<file path="src/rtl/serial_pkg.sv">
// Shared types and helpers for the parametrised UART with buffered TX/RX paths.
package serial_pkg;

  typedef enum logic [1:0] {
    PAR_NONE = 2'd0,
    PAR_EVEN = 2'd1,
    PAR_ODD  = 2'd2
  } parity_e;

  typedef enum logic [2:0] {
    IDLE   = 3'd0,
    START  = 3'd1,
    DATA   = 3'd2,
    PARITY = 3'd3,
    STOP   = 3'd4
  } uart_state_e;

  // Parity bit to transmit (or expect) for a zero-extended data word.
  function automatic logic parity_calc(input logic [7:0] data, input parity_e mode);
    case (mode)
      PAR_EVEN: return ^data;
      PAR_ODD:  return ~^data;
      default:  return 1'b0;
    endcase
  endfunction

endpackage

</file>
<file path="src/rtl/serial_sync_fifo.sv">
// Generic synchronous FIFO with show-ahead read data and occupancy count.
// Latency: a write is visible at rd_dat on the cycle after the write edge.
// Backpressure: writes ignored while full, reads ignored while empty; a write is refused when full even if a read happens on the same edge.
module serial_sync_fifo #(
  parameter int WIDTH = 8,
  parameter int DEPTH = 16
) (
  input  logic                     clk,
  input  logic                     rst_n,
  input  logic                     wr_vld,
  input  logic [WIDTH-1:0]         wr_dat,
  input  logic                     rd_rdy,
  output logic [WIDTH-1:0]         rd_dat,
  output logic                     full,
  output logic                     empty,
  output logic [$clog2(DEPTH):0]   level
);

  localparam int AW = $clog2(DEPTH);
  localparam logic [AW:0] PTR_ONE = {{AW{1'b0}}, 1'b1};

  logic [WIDTH-1:0] mem [DEPTH];
  logic [AW:0]      wr_ptr;
  logic [AW:0]      rd_ptr;
  logic             do_wr;
  logic             do_rd;

  // The extra pointer MSB distinguishes full from empty when the indices match.
  assign full   = (wr_ptr[AW] != rd_ptr[AW]) && (wr_ptr[AW-1:0] == rd_ptr[AW-1:0]);
  assign empty  = (wr_ptr == rd_ptr);
  assign level  = wr_ptr - rd_ptr;
  assign rd_dat = mem[rd_ptr[AW-1:0]];
  assign do_wr  = wr_vld && !full;
  assign do_rd  = rd_rdy && !empty;

  always_ff @(posedge clk or negedge rst_n) begin
    if (!rst_n) begin
      wr_ptr <= '0;
      rd_ptr <= '0;
      for (int i = 0; i < DEPTH; i++) mem[i] <= '0;
    end else begin
      if (do_wr) begin
        mem[wr_ptr[AW-1:0]] <= wr_dat;
        wr_ptr              <= wr_ptr + PTR_ONE;
      end
      if (do_rd) rd_ptr <= rd_ptr + PTR_ONE;
    end
  end

endmodule

</file>
<file path="src/rtl/serial_fifo_interface.sv">
// Full-duplex UART between the board pins and packet logic, with TX and RX FIFOs and sticky RX error flags.
// Latency: start bit within 2 cycles of accepting into an empty TX path; RX byte pushed on the stop-bit sample cycle.
// Backpressure: tx_ready low while the TX FIFO is full; RX drops good bytes into overrun when its FIFO is full.
module serial_fifo_interface
  import serial_pkg::*;
#(
  parameter int CLKS_PER_BIT = 869,
  parameter int DATA_BITS    = 8,
  parameter int PARITY_MODE  = 0,
  parameter int STOP_BITS    = 1,
  parameter int FIFO_DEPTH   = 16
) (
  input  logic                          clk,
  input  logic                          rst_n,
  input  logic                          rx_uart,
  output logic [DATA_BITS-1:0]          rx_byte,
  output logic                          rx_valid,
  input  logic                          rx_ready,
  input  logic [DATA_BITS-1:0]          tx_byte,
  input  logic                          tx_valid,
  output logic                          tx_ready,
  output logic                          tx_uart,
  output logic                          tx_busy,
  output logic                          rx_frame_err,
  output logic                          rx_parity_err,
  output logic                          rx_overrun,
  input  logic                          err_clr,
  output logic [$clog2(FIFO_DEPTH):0]   rx_level
);

  localparam int              CW       = $clog2(STOP_BITS * CLKS_PER_BIT);
  localparam int              LW       = $clog2(FIFO_DEPTH) + 1;
  localparam logic [CW-1:0]   BIT_END  = CW'(CLKS_PER_BIT - 1);
  localparam logic [CW-1:0]   HALF_END = CW'(CLKS_PER_BIT / 2 - 1);
  localparam logic [CW-1:0]   STOP_END = CW'(STOP_BITS * CLKS_PER_BIT - 1);
  localparam logic [CW-1:0]   CNT_ONE  = CW'(1);
  localparam logic [2:0]      LAST_BIT = 3'(DATA_BITS - 1);
  localparam parity_e         PMODE    = parity_e'(PARITY_MODE);

  // ---------------- TX path ----------------
  uart_state_e           tx_state;
  logic [CW-1:0]         tx_cnt;
  logic [2:0]            tx_bit;
  logic [DATA_BITS-1:0]  tx_shift;
  logic                  tx_par;
  logic [DATA_BITS-1:0]  tx_head;
  logic                  tx_full;
  logic                  tx_empty;
  logic [LW-1:0]         tx_level;
  logic                  tx_pop;

  // Pop in IDLE, or on the last STOP cycle so back-to-back frames have no gap.
  assign tx_pop   = !tx_empty && ((tx_state == IDLE) || (tx_state == STOP && tx_cnt == STOP_END));
  assign tx_ready = !tx_full;
  assign tx_busy  = (tx_level != '0) || (tx_state != IDLE);

  serial_sync_fifo #(.WIDTH(DATA_BITS), .DEPTH(FIFO_DEPTH)) u_tx_fifo (
    .clk    (clk),
    .rst_n  (rst_n),
    .wr_vld (tx_valid),
    .wr_dat (tx_byte),
    .rd_rdy (tx_pop),
    .rd_dat (tx_head),
    .full   (tx_full),
    .empty  (tx_empty),
    .level  (tx_level)
  );

  always_ff @(posedge clk or negedge rst_n) begin
    if (!rst_n) begin
      tx_state <= IDLE;
      tx_cnt   <= '0;
      tx_bit   <= '0;
      tx_shift <= '0;
      tx_par   <= 1'b0;
      tx_uart  <= 1'b1;
    end else begin
      case (tx_state)
        IDLE: begin
          tx_uart <= 1'b1;
          if (tx_pop) begin
            tx_shift <= tx_head;
            tx_par   <= parity_calc(8'(tx_head), PMODE);
            tx_cnt   <= '0;
            tx_state <= START;
            tx_uart  <= 1'b0;
          end
        end
        START: begin
          if (tx_cnt == BIT_END) begin
            tx_cnt   <= '0;
            tx_bit   <= '0;
            tx_uart  <= tx_shift[0];
            tx_shift <= tx_shift >> 1;
            tx_state <= DATA;
          end else tx_cnt <= tx_cnt + CNT_ONE;
        end
        DATA: begin
          if (tx_cnt == BIT_END) begin
            tx_cnt <= '0;
            if (tx_bit == LAST_BIT) begin
              if (PMODE != PAR_NONE) begin
                tx_uart  <= tx_par;
                tx_state <= PARITY;
              end else begin
                tx_uart  <= 1'b1;
                tx_state <= STOP;
              end
            end else begin
              tx_bit   <= tx_bit + 3'd1;
              tx_uart  <= tx_shift[0];
              tx_shift <= tx_shift >> 1;
            end
          end else tx_cnt <= tx_cnt + CNT_ONE;
        end
        PARITY: begin
          if (tx_cnt == BIT_END) begin
            tx_cnt   <= '0;
            tx_uart  <= 1'b1;
            tx_state <= STOP;
          end else tx_cnt <= tx_cnt + CNT_ONE;
        end
        STOP: begin
          if (tx_cnt == STOP_END) begin
            tx_cnt <= '0;
            if (tx_pop) begin
              tx_shift <= tx_head;
              tx_par   <= parity_calc(8'(tx_head), PMODE);
              tx_uart  <= 1'b0;
              tx_state <= START;
            end else begin
              tx_uart  <= 1'b1;
              tx_state <= IDLE;
            end
          end else tx_cnt <= tx_cnt + CNT_ONE;
        end
        default: begin
          tx_uart  <= 1'b1;
          tx_state <= IDLE;
        end
      endcase
    end
  end

  // ---------------- RX path ----------------
  uart_state_e           rx_state;
  logic [CW-1:0]         rx_cnt;
  logic [2:0]            rx_bit;
  logic [DATA_BITS-1:0]  rx_shift;
  logic                  rx_par_bad;
  logic                  rx_wait_hi;
  logic                  rx_s1;
  logic                  rx_s2;
  logic                  rx_full;
  logic                  rx_empty;
  logic                  rx_stop_smp;
  logic                  rx_good;
  logic                  rx_push;

  assign rx_stop_smp = (rx_state == STOP) && !rx_wait_hi && (rx_cnt == BIT_END);
  assign rx_good     = rx_stop_smp && rx_s2 && !rx_par_bad;
  assign rx_push     = rx_good && !rx_full;
  assign rx_valid    = !rx_empty;

  serial_sync_fifo #(.WIDTH(DATA_BITS), .DEPTH(FIFO_DEPTH)) u_rx_fifo (
    .clk    (clk),
    .rst_n  (rst_n),
    .wr_vld (rx_push),
    .wr_dat (rx_shift),
    .rd_rdy (rx_ready),
    .rd_dat (rx_byte),
    .full   (rx_full),
    .empty  (rx_empty),
    .level  (rx_level)
  );

  always_ff @(posedge clk or negedge rst_n) begin
    if (!rst_n) begin
      rx_s1 <= 1'b1;
      rx_s2 <= 1'b1;
    end else begin
      rx_s1 <= rx_uart;
      rx_s2 <= rx_s1;
    end
  end

  always_ff @(posedge clk or negedge rst_n) begin
    if (!rst_n) begin
      rx_state   <= IDLE;
      rx_cnt     <= '0;
      rx_bit     <= '0;
      rx_shift   <= '0;
      rx_par_bad <= 1'b0;
      rx_wait_hi <= 1'b0;
    end else begin
      case (rx_state)
        IDLE: begin
          if (!rx_s2) begin
            rx_cnt     <= '0;
            rx_par_bad <= 1'b0;
            rx_state   <= START;
          end
        end
        START: begin
          // Half-bit re-sample rejects glitches and aligns later samples to mid-bit.
          if (rx_cnt == HALF_END) begin
            rx_cnt   <= '0;
            rx_bit   <= '0;
            rx_state <= rx_s2 ? IDLE : DATA;
          end else rx_cnt <= rx_cnt + CNT_ONE;
        end
        DATA: begin
          if (rx_cnt == BIT_END) begin
            rx_cnt   <= '0;
            rx_shift <= {rx_s2, rx_shift[DATA_BITS-1:1]};
            if (rx_bit == LAST_BIT) rx_state <= (PMODE != PAR_NONE) ? PARITY : STOP;
            else                    rx_bit   <= rx_bit + 3'd1;
          end else rx_cnt <= rx_cnt + CNT_ONE;
        end
        PARITY: begin
          if (rx_cnt == BIT_END) begin
            rx_cnt     <= '0;
            rx_par_bad <= (rx_s2 != parity_calc(8'(rx_shift), PMODE));
            rx_state   <= STOP;
          end else rx_cnt <= rx_cnt + CNT_ONE;
        end
        STOP: begin
          if (rx_wait_hi) begin
            if (rx_s2) begin
              rx_wait_hi <= 1'b0;
              rx_state   <= IDLE;
            end
          end else if (rx_cnt == BIT_END) begin
            rx_cnt <= '0;
            if (rx_s2) rx_state   <= IDLE;
            else       rx_wait_hi <= 1'b1;
          end else rx_cnt <= rx_cnt + CNT_ONE;
        end
        default: rx_state <= IDLE;
      endcase
    end
  end

  // Sticky flags: a new error on the clear cycle keeps the flag set.
  always_ff @(posedge clk or negedge rst_n) begin
    if (!rst_n) begin
      rx_frame_err  <= 1'b0;
      rx_parity_err <= 1'b0;
      rx_overrun    <= 1'b0;
    end else begin
      rx_frame_err  <= (rx_stop_smp && !rx_s2) || (rx_frame_err && !err_clr);
      rx_parity_err <= (rx_stop_smp && rx_s2 && rx_par_bad) || (rx_parity_err && !err_clr);
      rx_overrun    <= (rx_good && rx_full) || (rx_overrun && !err_clr);
    end
  end

endmodule

</file>
<file path="config.mk">
export PLATFORM = sky130hd
export DESIGN_NAME = serial_fifo_interface
export DESIGN_NICKNAME = d
export VERILOG_FILES = /design/src/rtl/serial_pkg.sv /design/src/rtl/serial_sync_fifo.sv /design/src/rtl/serial_fifo_interface.sv
export SDC_FILE = /design/constraint.sdc
export NUM_CORES = 1
export LEC_CHECK = 0
export ABC_AREA = 1
export BUFFER_PORTS_ARGS = -buffer_cell sky130_fd_sc_hd__buf_2
export CAP_MARGIN = 15
export CORE_MARGIN = 2
export CORE_UTILIZATION = 50
export CTS_CLUSTER_SIZE = 25
export DETAILED_ROUTE_END_ITERATION = 8
export GPL_ROUTABILITY_DRIVEN = 0
export PLACE_DENSITY = 0.74
export REMOVE_ABC_BUFFERS = 1
export SLEW_MARGIN = 20
export SYNTH_ARGS = -nofsm -noshare
export SYNTH_HDL_FRONTEND = slang
export SYNTH_HIERARCHICAL = 1
export SYNTH_SLANG_ARGS = --single-unit
</file>
<file path="constraint.sdc">
create_clock -name clk -period 9.85 [get_ports clk]
set_clock_uncertainty 0.2 [all_clocks]
set_input_delay 1.97 -clock clk [delete_from_list [all_inputs] [get_ports clk]]
set_output_delay 1.97 -clock clk [all_outputs]
set_load 0.02 [all_outputs]
</file>
==> impl_metrics.ini, run 1 <==
[floorplan]
die_x_um = 199
std_cell_rows = 71
ioPinCount = 34
start_util_pct = 50.5
die_h_um = 199
coreArea_mm2 = 0.0375
dieArea_mm2 = 0.0394

[clock_tree]
numCtsBuffers = 39
postCtsResizedCells = 0
clock-root-buffer = clkbuf_16
numClockSinks = 332
clk_pin_slew_ps = 60
clockBufferDepth = 3
htree_levels = 2
holdBufCountCts = 0
post-cts-setup-buffers = 0
clk_latency_ps = 570
cts_tree = done

[cells_and_area]
fill_cells = 3593
fin_nets = 2595
fin_area_mm2 = 0.0203
fin_cells = 3091
layout-drive-gt1-share_pct = 7.60
syn2layout_area_growth_pct = 7.51
final_util_pct = 54.3
n_antenna_cell = 0

[grt]
grt_max_degree = 154
grt_pass1_vias = 16000
grt_overflow_total = 0
grt_pass1_wl_um = 82000
track_usage_pct = 25.7
antenna_found_initial = 0

[place]
dp_hpwl_um = 30200
dp.cells = 3022
place_area_mm2 = 0.0191
io_buffers = 33

[worst_setup_path]
arrival_ps = 3620
reg2reg_to = u_rx_fifo/mem[4]$_DFFE_PN0P_
crit_chain = clkinv_1 -> ha_1 -> nand2_1 -> nor2_2 -> nand2_1 -> inv_1 -> inv_1 -> buf_2
reg2reg_slack_ps = 4700
cp.required_ps = 7680
reg2regPathDepth = 11
end_kind = output port
crit_fanout = 36
r2r_start = u_rx_fifo/rd_ptr[1]$_DFFE_PN0P_
critPathKind = reg -> out
startpoint_type = flip-flop
cp_slowest_cell = clkinv_1
slowest_delay_ps = 980

[synthesis]
seq_area_frac_synth_pct = 43.9
ys_ff_latch = 332
yosys_most_used_dff = dfrtp_1
ys_top_cells_by_count = 1,079 x nand2_1, 329 x dfrtp_1, 318 x inv_1
post-synth-top-count-cell = nand2_1
synth_cell_types = 35
synth_top_area_share_pct = 43.5
synthTopCellsByArea = dfrtp_1 44%, nand2_1 21%, nand4_1 8.7%
synthArstFlopShare_pct = 100
synth_edf_count = 0
avgSynthCellArea_um2 = 7.24
yosysTopAreaCell = dfrtp_1
yosys_warnings = 6
synth_area_mm2 = 0.0189
synthCells = 2612

[worst_hold_path]
hp-class = reg -> reg
holdPathStages = 0
holdPathEnd = rx_s2$_DFF_PN1_
min-delay-start = rx_s1$_DFF_PN1_

[route]
drc = 0
first_pass_iters = 7
wl_um = 49800
drt_iter0_markers = 1650
via_per_inst = 5.52
vias = 17100
ant_nets = 0
routedWlPerCell_um = 16.1

[power]
clockPowerShare_pct = 31.4
peakVddDrop_v = 0.000138
internal-power_mw = 2.92
p_seq_share_pct = 38.9
p_sw_mw = 1.72
p_leak_nw = 10.8
sw_frac_of_total_pct = 37.0
powerDensity_mw_per_mm2 = 228
p_total_mw = 4.64
p_comb_share_pct = 29.6

[sta]
period_needed_ps = 5790
rsz0062_at_grt = false
final.period_utilization_pct = 58.8
drv_slew = 0
setup_viol = 0
fmax_mhz = 173
max-slew-margin-rel_pct = 28.4
tightest_slew_ps = 1070
fin_tns_setup_ps = 0
hold_viol = 0

[status]
status = finished, final reports clean

[run]
cap_violations = 0
-- power by group through the flow --
stage	Combinational (mW)	Sequential, mW	Clock, mW
after CTS	1.36	1.80	1.49
after global placement	1.32	1.81	0
final	1.37	1.81	1.46
after floorplan	0.945	1.80	0
after detailed placement	1.35	1.82	0
after global routing	1.55	1.83	1.54
-- final cells by class --
class                      count  area [um2]  area share [%]
multi-input combinational   1807        8580            42.2
timing repair buffer          45         293            1.44
tap                          511         639            3.14
sequential                   332        8320            40.9
clock inverter                13         136           0.670
inverter                     327        1230            6.03
clock buffer                  56        1150            5.66
-- layer usage --
layer / global-route usage, % / share of wire [%]
met5: 0 / 0
met4: 7.85 / 2.3
met3: 4.00 / 7.1
met2: 41.4 / 46
met1: 35.8 / 44
-- kinds of logic after synthesis --
logic type / synth area share, %
XOR/XNOR: 1.20
adder cells (fa/ha/maj): 2.00
buffers and inverters: 10.8
AND/OR/NAND/NOR: 40.1
AO/OA/AOI/OAI: 1.94
flip-flops: 43.9
-- sequential cells by signal, indices dropped and copies added, names as in the netlist, 3 cells and up --
| register | flops |
|---|---|
| rx_cnt | 10 |
| rx_shift | 8 |
| u_rx_fifo/wr_ptr | 5 |
| rx_bit | 3 |
| u_tx_fifo/mem | 128 |
| u_tx_fifo/rd_ptr | 5 |
| u_rx_fifo/rd_ptr | 5 |
| tx_bit | 3 |
| rx_state | 3 |
| u_tx_fifo/wr_ptr | 5 |
| tx_cnt | 10 |
| tx_shift | 8 |
| tx_state | 3 |
| u_rx_fifo/mem | 128 |
-- placed cells by master (no fill, tap or decap), types with 4 or more instances in the layout --
cell and n:
nand2_1 1077, dfrtp_1 326, inv_1 316, nand4_1 263, nand3_1 211, nor2_1 46, o21ai_0 42, clkbuf_16 40
nor2_2 34, buf_2 31, ha_1 27, nand3_2 25, xor2_1 18, a21oi_1 12, buf_4 11, clkbuf_8 9
nand2_2 8, clkinv_1 8, xnor2_1 8, clkbuf_1 7, clkinv_2 7, o21ai_1 6, nor2_4 4, nand3b_1 4
nor3_1 4, nand2_4 4
-- per-stage QoR --
step	hold slack, ps	worst slack, ps
2_1_floorplan	145	-5030
3_3_place_gp	146	4180
3_5_place_dp	147	4120
4_1_cts	156	3530
5_1_grt	158	3810
6_report	155	4060
-- worst max-delay path by stage --
stage	slack [ps]	to	cells after the start	from
after floorplan	-5030	u_rx_fifo/mem[0]$_DFFE_PN0P_	10	u_rx_fifo/rd_ptr[1]$_DFFE_PN0P_
after global placement	4180	rx_level[3]	6	u_rx_fifo/rd_ptr[1]$_DFFE_PN0P_
after detailed placement	4120	rx_level[3]	6	u_rx_fifo/rd_ptr[1]$_DFFE_PN0P_
after CTS	3530	rx_valid	8	u_rx_fifo/rd_ptr[1]$_DFFE_PN0P_
after global routing	3810	rx_valid	8	u_rx_fifo/rd_ptr[1]$_DFFE_PN0P_
final	4060	rx_valid	8	u_rx_fifo/rd_ptr[1]$_DFFE_PN0P_
-- worst max-delay path, delay by kind of cell, from the launching register on --
| family | cells | cell delay (ps) |
|---|---|---|
| adder cells (fa/ha/maj) | 1 | 630 |
| flip-flops | 1 | 790 |
| buffers and inverters | 4 | 1240 |
| AND/OR/NAND/NOR | 3 | 380 |
(Power assumes the default switching activity.)
==> run 2: changes to the inputs <==
--- a/config.mk
+++ b/config.mk
@@ -13,7 +13,7 @@
 export CTS_CLUSTER_SIZE = 25
 export DETAILED_ROUTE_END_ITERATION = 8
 export GPL_ROUTABILITY_DRIVEN = 0
-export PLACE_DENSITY = 0.74
+export PLACE_DENSITY = 0.76
 export REMOVE_ABC_BUFFERS = 1
 export SLEW_MARGIN = 20
 export SYNTH_ARGS = -nofsm -noshare
==> constraint.sdc (replaced) <==
create_clock -name clk -period 5.2 [get_ports clk]
set_clock_uncertainty 0.2 [all_clocks]
set_input_delay 1.04 -clock clk [delete_from_list [all_inputs] [get_ports clk]]
set_output_delay 1.04 -clock clk [all_outputs]
set_load 0.02 [all_outputs]
==> impl_metrics.ini, run 2 (synthesis gave the netlist of run 1 again) <==
[status]
status = finished, final reports clean

[grt]
antenna_found_initial = 0
grt_overflow_total = 0
grt_pass1_wl_um = 81100
grt_pass1_vias = 15800
grt_max_degree = 122
track_usage_pct = 25.4

[worst_setup_path]
reg2regPathDepth = 9
crit_fanout = 14
r2r_start = u_tx_fifo/rd_ptr[2]$_DFFE_PN0P_
cp_slowest_cell = dfrtp_1
startpoint_type = flip-flop
end_kind = output port
crit_chain = clkinv_1 -> ha_1 -> nand2_1 -> o21ai_0 -> xor2_1 -> nor3_1 -> nand3_1 -> buf_2
arrival_ps = 3050
critPathKind = reg -> out
crit_buf_inv = 2
cp.required_ps = 3960
reg2reg_slack_ps = 1640
cpLargestDelayFamily = flip-flops
reg2reg_to = u_tx_fifo/mem[2]$_DFFE_PN0P_
slowest_delay_ps = 680

[sta]
tightest_slew_ps = 996
setup_ws_ps = 908
final.period_utilization_pct = 82.5
fmax_mhz = 233
hold_viol = 0
setup_viol = 0
max-slew-margin-rel_pct = 33.6
rsz0062_at_grt = false
drv_slew = 0
period_needed_ps = 4290
fin_tns_setup_ps = 0

[place]
pre_cts_slack_ps = 1530
dp_hpwl_um = 30900
io_buffers = 33
dp.cells = 3032

[cells_and_area]
fill_cells = 3482
n_antenna_cell = 0
fin_nets = 2605
layout-drive-gt1-share_pct = 7.80
final_common_cell = nand2_1
reg_top3 = u_rx_fifo/mem x128, u_tx_fifo/mem x128
fin_cells = 3102
syn2layout_area_growth_pct = 8.13
final_util_pct = 54.6
final_cell_mix = 1,077 x nand2_1, 327 x dfrtp_1, 316 x inv_1

[power]
sw_frac_of_total_pct = 37.0
p_comb_share_pct = 30.5
p_sw_mw = 3.27
clockPowerShare_pct = 31.3
p_seq_share_pct = 38.2
internal-power_mw = 5.58
powerDensity_mw_per_mm2 = 432
peakVddDrop_v = 0.000302
p_leak_nw = 10.9

[worst_hold_path]
hp-class = reg -> reg
min-delay-start = rx_s1$_DFF_PN1_
holdPathStages = 0
holdPathEnd = rx_s2$_DFF_PN1_

[route]
first_pass_iters = 7
vias = 17100
ant_nets = 0
via_per_inst = 5.50
drt_iter0_markers = 1586
drc = 0
routedWlPerCell_um = 15.9
wl_um = 49200

[clock_tree]
postCtsResizedCells = 0
post-cts-setup-buffers = 0
htree_levels = 2
clk_latency_ps = 570
holdBufCountCts = 0
clockBufferDepth = 3
numClockSinks = 332
clock-root-buffer = clkbuf_16
numCtsBuffers = 39
cts_tree = done
clk_pin_slew_ps = 60

[floorplan]
std_cell_rows = 71
die_h_um = 199
ioPinCount = 34
die_x_um = 199
coreArea_mm2 = 0.0375
start_util_pct = 50.5
dieArea_mm2 = 0.0394

[run]
cap_violations = 0
[run 2: cell types whose count changed in the layout (fill, tap and decap cells not counted)]
cell        delta
bufinv_16      +1
clkbuf_8       -2
clkinv_2       -2
buf_12         +3
dfrtp_2        -1
clkinvlp_4     +1
clkbuf_1       +4
dfrtp_1        +1
buf_4          +7
inv_6          -1
[run 2: how the worst max path moves through the flow]
stage | startpoint | to | slack, ps | cells after the start
6_report | u_tx_fifo/rd_ptr[2]$_DFFE_PN0P_ | tx_busy | 910 | 8
5_1_grt | u_tx_fifo/rd_ptr[2]$_DFFE_PN0P_ | tx_busy | 690 | 8
4_1_cts | u_tx_fifo/rd_ptr[2]$_DFFE_PN0P_ | tx_busy | 920 | 8
3_5_place_dp | u_tx_fifo/rd_ptr[2]$_DFFE_PN0P_ | tx_busy | 1530 | 8
3_3_place_gp | u_tx_fifo/rd_ptr[2]$_DFFE_PN0P_ | tx_busy | 1640 | 8
2_1_floorplan | u_rx_fifo/rd_ptr[1]$_DFFE_PN0P_ | u_rx_fifo/mem[0]$_DFFE_PN0P_ | -9680 | 10
[run 2: per-layer routing]
metal / global-route usage [%] / up-vias / routed length [um]
met5: 0 / - / 0
met3: 4.27 / 124 / 3760
met2: 39.6 / 677 / 22500
met1: 34.9 / 8051 / 21200
met4: 10.8 / 0 / 1690
li1: - / 8213 / -
[run 2: cell type report]
class	instances	area [um2]	area share, %
Clock buffer	58	1140	5.56
Clock inverter	12	155	0.758
Inverter	327	1230	6.00
Multi-Input combinational cell	1807	8580	41.9
Sequential cell	332	8310	40.6
Tap cell	511	639	3.12
Timing Repair Buffer	55	405	1.98
[run 2: per-stage QoR]
stage / power (mW) / area (um2) / hold slack (ps)
after CTS: 8.85 / 20500 / 157
final: 8.85 / 20500 / 156
after global routing: 9.41 / 20500 / 163
after floorplan: 5.19 / 18100 / 145
after global placement: 5.97 / 19200 / 148
after detailed placement: 6.06 / 19200 / 149
[run 2: power groups by stage]
stage	combinational, mW	sequential [mW]	clock (mW)
3_3_place_gp	2.59	3.39	0
5_1_grt	3.04	3.43	2.93
4_1_cts	2.67	3.37	2.82
6_report	2.70	3.38	2.77
3_5_place_dp	2.65	3.41	0
2_1_floorplan	1.79	3.40	0
==> run 3: changes to the inputs <==
--- a/config.mk
+++ b/config.mk
@@ -13,7 +13,7 @@
 export CTS_CLUSTER_SIZE = 25
 export DETAILED_ROUTE_END_ITERATION = 8
 export GPL_ROUTABILITY_DRIVEN = 0
-export PLACE_DENSITY = 0.76
+export PLACE_DENSITY = 0.74
 export REMOVE_ABC_BUFFERS = 1
 export SLEW_MARGIN = 20
 export SYNTH_ARGS = -nofsm -noshare
==> constraint.sdc (replaced) <==
create_clock -name clk -period 4 [get_ports clk]
set_clock_uncertainty 0.2 [all_clocks]
set_input_delay 0.8 -clock clk [delete_from_list [all_inputs] [get_ports clk]]
set_output_delay 0.8 -clock clk [all_outputs]
set_load 0.02 [all_outputs]
==> impl_metrics.ini, run 3 (synthesis gave the netlist of run 1 again) <==
[status]
status = finished, final reports clean

[cells_and_area]
fin_area_mm2 = 0.0205
fill_cells = 3515
final_common_cell = nand2_1
final_cell_mix = 1,077 x nand2_1, 327 x dfrtp_1, 316 x inv_1
fin_nets = 2611
n_antenna_cell = 0
reg_top3 = u_rx_fifo/mem x128, u_tx_fifo/mem x128
syn2layout_area_growth_pct = 8.28
layout-drive-gt1-share_pct = 7.90

[route]
wl_met1_um = 21600
drc = 0
wl_um = 49900
via_per_inst = 5.52
route.met3.wl_um = 3710
routedWlPerCell_um = 16.1
vias = 17100
first_pass_iters = 6
drt_iter0_markers = 1758
ant_nets = 0
top_layer = met4
wl_met2_um = 23100

[clock_tree]
holdBufCountCts = 0
clk_latency_ps = 550
htree_levels = 2
clockBufferDepth = 3
numCtsBuffers = 38
postCtsResizedCells = 0
cts_tree = done
clk_pin_slew_ps = 60
numClockSinks = 332
clock-root-buffer = clkbuf_16
post-cts-setup-buffers = 0

[worst_setup_path]
reg2reg_to = u_rx_fifo/mem[121]$_DFFE_PN0P_
crit_fanout = 14
critPathKind = reg -> out
reg2regPathDepth = 9
arrival_ps = 2850
end_kind = output port
reg2reg_slack_ps = 530
cp.required_ps = 3000
r2r_start = u_rx_fifo/rd_ptr[2]$_DFFE_PN0P_
startpoint_type = flip-flop

[sta]
rsz0062_at_grt = false
max-slew-margin-rel_pct = 31.7
hold_viol = 0
period_needed_ps = 3850
drv_slew = 0
final.period_utilization_pct = 96.2
fmax_mhz = 260
tightest_slew_ps = 1020
setup_viol = 0
setup_ws_ps = 154

[floorplan]
dieArea_mm2 = 0.0394
start_util_pct = 50.5
die_h_um = 199
ioPinCount = 34
die_x_um = 199
coreArea_mm2 = 0.0375
std_cell_rows = 71

[power]
p_leak_nw = 10.9
peakVddDrop_v = 0.000470
powerDensity_mw_per_mm2 = 555

[grt]
grt_overflow_total = 0
grt_pass1_wl_um = 81400
antenna_found_initial = 0
grt_max_degree = 115
grt_pass1_vias = 15800
track_usage_pct = 25.7

[place]
io_buffers = 33
pre_cts_slack_ps = 673
place_area_mm2 = 0.0193
dp_hpwl_um = 31300

[worst_hold_path]
hp-class = in -> async

[run]
cap_violations = 0
## run 3: how the worst max path moves through the flow
stage	cells past startpoint	to	startpoint
final	8	tx_busy	u_tx_fifo/rd_ptr[2]$_DFFE_PN0P_
after global routing	8	tx_busy	u_tx_fifo/rd_ptr[2]$_DFFE_PN0P_
after CTS	8	tx_busy	u_tx_fifo/rd_ptr[2]$_DFFE_PN0P_
after detailed placement	9	u_rx_fifo/mem[61]$_DFFE_PN0P_	u_rx_fifo/rd_ptr[2]$_DFFE_PN0P_
after global placement	9	u_rx_fifo/mem[127]$_DFFE_PN0P_	u_rx_fifo/rd_ptr[2]$_DFFE_PN0P_
after floorplan	10	u_rx_fifo/mem[0]$_DFFE_PN0P_	u_rx_fifo/rd_ptr[1]$_DFFE_PN0P_
## run 3: final cells by class
class                   count  area [um2]  area share [%]
multi-input cells        1807        8580            41.9
well taps                 511         639            3.12
clock inverters             8        65.1           0.318
inverters                 327        1230            5.99
repair buffers             62         508            2.48
clock buffers              59        1150            5.63
flip-flops and latches    332        8310            40.6
## run 3: metrics by stage
stage	TNS, ps	power, mW	cells	utilization [%]	hold WS (ps)
2_1_floorplan	-1592280	6.75	2466	-	145
5_1_grt	0	12.1	3106	54.7	80.9
3_3_place_gp	0	7.84	3039	51.4	147
6_report	0	11.4	3106	54.7	26.4
4_1_cts	0	11.4	3106	54.7	59.3
3_5_place_dp	0	7.92	3039	51.4	151
## run 3: metal layers
layer,track usage [%],up-vias
li1,-,8236
met1,35.2,8130
met2,41.3,655
met3,4.51,113
met4,8.62,0
met5,0,-
## run 3: worst max-delay path, stage by stage, from the launching register on
cell and delay [ps]:
dfrtp_1 610, clkinv_1 360, ha_1 450, nand2_1 80
o21ai_0 230, xor2_1 110, nor3_1 190, nand3_1 90
buf_2 170
## run 3: power by group
| part | internal [mW] | switching (mW) | total [mW] |
|---|---|---|---|
| logic | 1.10 | 2.47 | 3.57 |
| registers | 4.00 | 0.391 | 4.39 |
| clock network | 2.04 | 1.38 | 3.42 |
| total | 7.13 | 4.24 | 11.4 |
